$ cat config.mk
export PLATFORM = sky130hd
export DESIGN_NAME = fetch_stage_flat
export DESIGN_NICKNAME = d
export VERILOG_FILES = /design/src/rtl/imem_if.sv /design/src/rtl/fetch_stage.sv /design/src/flat_wrapper.sv
export SDC_FILE = /design/constraint.sdc
export NUM_CORES = 1
export LEC_CHECK = 0
export ABC_AREA = 1
export BUFFER_PORTS_ARGS = -buffer_cell sky130_fd_sc_hd__buf_2
export CAP_MARGIN = 20
export CORE_MARGIN = 3
export CORE_UTILIZATION = 45
export CTS_BUF_LIST = sky130_fd_sc_hd__clkbuf_4
export DETAILED_ROUTE_END_ITERATION = 6
export PLACE_DENSITY = 0.75
export REMOVE_ABC_BUFFERS = 1
export SYNTH_ARGS = -nofsm -noshare
export SYNTH_HDL_FRONTEND = slang
export SYNTH_SLANG_ARGS = --single-unit
$ cat constraint.sdc
create_clock -name clk -period 1.9 [get_ports clk]
set_input_delay 0 -clock clk [delete_from_list [all_inputs] [get_ports clk]]
set_output_delay 0 -clock clk [all_outputs]
set_load 0.005 [all_outputs]
$ cat src/rtl/imem_if.sv
// Instruction-memory request bus between fetch and imem.
// Request is held until ready unless fetch abandons it on redirect.
interface imem_if;
  logic        req;
  logic [31:0] addr;
  logic        ready;
  logic [31:0] rdata;

  modport master (
    output req,
    output addr,
    input  ready,
    input  rdata
  );

  modport slave (
    input  req,
    input  addr,
    output ready,
    output rdata
  );
endinterface

$ cat src/rtl/fetch_stage.sv
// IF stage: PC register, next-PC select, imem request, IF/ID register.
// One-entry hold buffer keeps an instruction that returned during a stall.
module fetch_stage #(
  parameter logic [31:0] RESET_PC = 32'h0000_0000
) (
  input  logic        clk,
  input  logic        rst_n,
  input  logic [1:0]  address_select_i,
  input  logic [31:0] branch_target_i,
  input  logic [31:0] jump_target_i,
  input  logic        ifid_flush_i,
  input  logic        ifid_stall_i,
  imem_if.master      imem,
  output logic [31:0] ifid_instr_o,
  output logic [31:0] ifid_pc_plus4_o,
  output logic        ifid_valid_o
);

  typedef enum logic [1:0] {
    START,
    FETCH,
    HOLD
  } state_e;

  state_e      state_q;
  logic [31:0] pc_q;
  logic [31:0] hold_q;
  logic [31:0] instr_q;
  logic [31:0] pc4_q;
  logic        valid_q;

  logic [31:0] pc_plus4;
  logic [31:0] target;
  logic        redirect;

  assign pc_plus4 = pc_q + 32'd4;
  assign target   = (address_select_i == 2'b10)
                  ? jump_target_i : branch_target_i;
  // Stall beats a redirect; 2'b11 falls through as sequential.
  assign redirect = !ifid_stall_i
                  && (address_select_i == 2'b01
                   || address_select_i == 2'b10);

  assign imem.req  = (state_q == FETCH);
  assign imem.addr = pc_q;

  assign ifid_instr_o    = instr_q;
  assign ifid_pc_plus4_o = pc4_q;
  assign ifid_valid_o    = valid_q;

  always_ff @(posedge clk or negedge rst_n) begin
    if (!rst_n) begin
      state_q <= START;
      pc_q    <= RESET_PC;
      hold_q  <= 32'd0;
      instr_q <= 32'd0;
      pc4_q   <= 32'd0;
      valid_q <= 1'b0;
    end else begin
      unique case (state_q)
        START: state_q <= FETCH;
        FETCH, HOLD: begin
          if (redirect) begin
            pc_q    <= target;
            hold_q  <= 32'd0;
            instr_q <= 32'd0;
            pc4_q   <= 32'd0;
            valid_q <= 1'b0;
            state_q <= FETCH;
          end else if (!ifid_stall_i) begin
            if (state_q == HOLD || imem.ready) begin
              pc_q    <= pc_plus4;
              state_q <= FETCH;
              if (ifid_flush_i) begin
                instr_q <= 32'd0;
                pc4_q   <= 32'd0;
                valid_q <= 1'b0;
              end else begin
                instr_q <= (state_q == HOLD)
                         ? hold_q : imem.rdata;
                pc4_q   <= pc_plus4;
                valid_q <= 1'b1;
              end
            end else begin
              instr_q <= 32'd0;
              pc4_q   <= 32'd0;
              valid_q <= 1'b0;
            end
          end else if (state_q == FETCH
                    && imem.ready) begin
            hold_q  <= imem.rdata;
            state_q <= HOLD;
          end
        end
        default: state_q <= START;
      endcase
    end
  end

endmodule

$ cat src/flat_wrapper.sv
// flat-port wrapper written by rule: the top's interface ports become plain ports
module fetch_stage_flat 
#(
  parameter logic [31:0] RESET_PC = 32'h0000_0000
)
  (clk, rst_n, address_select_i, branch_target_i, jump_target_i, ifid_flush_i, ifid_stall_i, ifid_instr_o, ifid_pc_plus4_o, ifid_valid_o, imem_req, imem_addr, imem_ready, imem_rdata);
  imem_if imem_i ();
  input  logic clk;
  input  logic rst_n;
  input  logic [1:0] address_select_i;
  input  logic [31:0] branch_target_i;
  input  logic [31:0] jump_target_i;
  input  logic ifid_flush_i;
  input  logic ifid_stall_i;
  output logic [31:0] ifid_instr_o;
  output logic [31:0] ifid_pc_plus4_o;
  output logic ifid_valid_o;
  output wire logic [$bits(imem_i.req)-1:0] imem_req;
  output wire logic [$bits(imem_i.addr)-1:0] imem_addr;
  input wire logic [$bits(imem_i.ready)-1:0] imem_ready;
  input wire logic [$bits(imem_i.rdata)-1:0] imem_rdata;
  assign imem_req = imem_i.req;
  assign imem_addr = imem_i.addr;
  assign imem_i.ready = imem_ready;
  assign imem_i.rdata = imem_rdata;
  fetch_stage #(.RESET_PC(RESET_PC)) u_core (.clk(clk), .rst_n(rst_n), .address_select_i(address_select_i), .branch_target_i(branch_target_i), .jump_target_i(jump_target_i), .ifid_flush_i(ifid_flush_i), .ifid_stall_i(ifid_stall_i), .imem(imem_i), .ifid_instr_o(ifid_instr_o), .ifid_pc_plus4_o(ifid_pc_plus4_o), .ifid_valid_o(ifid_valid_o));
endmodule
==> impl_metrics.ini <==
[sta]
finalSetupTns_ns = 0
setup_viol = 0
maxSlewHeadroom_pct = 78.5
fmax_mhz = 564
drv_slew = 0
finClkSkew_ns = 0.0135
timing.final.crit_share_pct = 93.3
holdWs_ns = 0.117
tightest_slew_ns = 0.322
hold_viol_final = 0
worst_slack_ns = 0.128
min_period_ns = 1.77

[global_route]
first_global_vias = 7216
grt_pass1_wl_mm = 34.5
grt-ovfl-total = 0
grtUsageTotal_pct = 25.8
grt_antenna_before_repair = 2
grt_start_max_net_pins = 67

[setup_path]
crit_type = reg2reg
worst-r2r-setup-slack_ns = 0.13
crit_end = u_core.imem.addr[30]$_DFFE_PN0P_
cp-start-kind = register
ff2ff_path_depth = 9
worstPathMaxFanout = 25
required_ns = 2.38
crit_path_start = u_core.state_q[0]$_DFFE_PN0P_
reg2reg_from = u_core.state_q[0]$_DFFE_PN0P_
worstPathArrival_ns = 2.25
endpoint_kind = register
r2r-end = u_core.imem.addr[30]$_DFFE_PN0P_

[synth]
netlist_top_cells_area = dfrtp_1 (47%), nand2_1 (19%), o21ai_0 (8.2%)
avgSynthCellArea_sq_um = 7.39
syn_area_sq_um = 6920
ys.flop_type = dfrtp_1
synthArstFlopShare_pct = 100
ys_types = 32
synthSimpleGateAreaFrac_pct = 30.4
synth_compound_area_share_pct = 13.4
synth_top_family_by_area = simple AND/OR/NAND/NOR gates
synth.area.mux_share_pct = 0
yosys_warnings = 0
synth_top_area_share_pct = 47.4
synthCells = 936
yosysMostFrequentCell = nand2_1
yosys.area.top_type = dfrtp_1
ys_seq_area_share_pct = 47.4
synth_edf_count = 0
synth_xor_xnor_area_share_pct = 0.633
synthTopCellsByCount = nand2_1 (342), dfrtp_1 (131), o21ai_0 (114)
synth_seq_cells = 131
synth_fa_ha_area_share_pct = 1.08

[die]
dieArea_sq_um = 16900
start_util_pct = 46.7
die_y_um = 130
core-area_sq_um = 14800
die_width_um = 130
ios = 201
num_rows = 44

[cells_and_area]
utilization_pct = 65.0
fin_cells = 1434
final_nets = 1344
syn_to_final_growth_pct = 39.1
drive_above_1_share_pct = 23.1
fin_area_sq_um = 9620

[clock_tree]
cts-htree-levels = 4
cts.sinks = 131
cts_root_buf = clkbuf_4
clockBufferDepth = 2
cts_tree = done
tritoncts.num_buffers = 17
clk_latency_ns = 0.54
clkTransAtPathRegs_ns = 0.12

[detailed_routing]
drc = 2
via_count = 7374
vias_per_cell = 5.14
wl_per_cell_um = 15.4
dr.pass1.iters = 7
dr.first_iter.drc_count = 424
routed_wl_mm = 22.0
antenna_left = 0

[pwr]
ir_drop_v = 0.000710
p_leak_nw = 5.14
totalPowerFinal_mw = 11.7
power_density_nw_per_um2 = 1220

[flow_run]
drv_cap = 0

[outcome]
status = complete, but fails checks
violations = design-rule violations

[placement]
dp_slack_ns = 0.148
io_buffers = 200
placedCellCount = 1295
place_area_sq_um = 8200
hpwl_mm = 14.4
gp_congestion = 0.946

[hold_path]
hold_path.class = in2reg
[critical path, stage by stage, from the launching register on]
cell,delay [ns]
dfrtp_1,0.39
inv_1,0.08
ha_1,0.35
nand2_4,0.11
inv_2,0.11
nand2_4,0.11
buf_12,0.18
a31oi_1,0.24
nand2_1,0.09
nand2_1,0.06
[cells in the final DEF, fill, tap and decap left out, types with 3 or more instances in the layout]
cell type | synthesis | final
inv_2 | 6 | 6
buf_4 | 4 | 15
xor2_1 | 5 | 5
dlygate4sd3_1 | 0 | 101
buf_2 | 11 | 199
buf_12 | 0 | 8
o21ai_0 | 114 | 114
nor2_1 | 54 | 54
nor2_2 | 3 | 3
inv_1 | 72 | 72
clkbuf_4 | 0 | 17
nand2_2 | 10 | 10
o21ai_1 | 17 | 17
a21oi_1 | 3 | 3
nor2_4 | 6 | 6
ha_1 | 6 | 6
a31oi_1 | 25 | 24
and2_1 | 3 | 3
clkinv_1 | 0 | 3
nand2_4 | 3 | 4
nand2_1 | 342 | 341
clkinvlp_4 | 0 | 4
nand3_1 | 69 | 69
dfrtp_1 | 131 | 131
a22o_1 | 6 | 6
nand4_1 | 4 | 4
bufinv_16 | 0 | 4
[flip-flops by register name, indices dropped and copies added, names as in the netlist]
name                    count
u_core.hold_q              32
u_core.ifid_pc_plus4_o     32
u_core.ifid_instr_o        32
u_core.imem.addr           32
u_core.state_q              2
u_core.ifid_valid_o         1
[report_power, final]
group          total [mW]  internal (mW)  switching, mW
registers            4.79           3.84          0.944
clock network        2.12           1.03           1.09
logic                4.79           2.08           2.71
total                11.7           6.95           4.75
[metal layers]
metal | vias up | routed length (um) | track usage (%)
met5 | - | 0 | 0
met4 | 0 | 559 | 9.35
met3 | 39 | 1750 | 5.85
met2 | 303 | 10600 | 45.1
met1 | 3417 | 9080 | 31.2
li1 | 3615 | - | -
[what timing repair did]
| action | CTS | global route |
|---|---|---|
| hold buffers | 102 | 0 |
| setup buffers | 0 | 1 |
| endpoints found under the setup margin | 0 | 2 |
| endpoints found under the hold margin | 245 | 0 |
| gates resized for setup | 0 | 2 |
[final cells by class]
cell class,instances,area (sq um)
fill,1248,5190
sequential,131,3280
clock inverter,15,189
inverter,78,293
multi-input combinational,681,3160
clock buffer,17,128
antenna,2,5.00
tap,184,230
timing repair buffer,326,2340
[kinds of logic (layout without fill, tap and decap cells)]
kind of cell,count (synthesis),after routing
xor+xnor,5,5
flops,131,131
other cells,0,2
buf+inv,124,436
simple gates,499,499
fa+ha+maj,6,6
compound gates,171,171
[worst min path at each step]
stage,startpoint,end,cells after the start
finish,address_select_i[1],u_core.imem.addr[7]$_DFFE_PN0P_,6
global route,address_select_i[1],u_core.imem.addr[7]$_DFFE_PN0P_,6
CTS,address_select_i[1],u_core.imem.addr[7]$_DFFE_PN0P_,6
detailed placement,rst_n,u_core.imem.addr[25]$_DFFE_PN0P_,1
global placement,rst_n,u_core.imem.addr[25]$_DFFE_PN0P_,1
floorplan,rst_n,u_core.hold_q[0]$_DFFE_PN0P_,0
No activity file was read; power rests on OpenSTA's default activity.
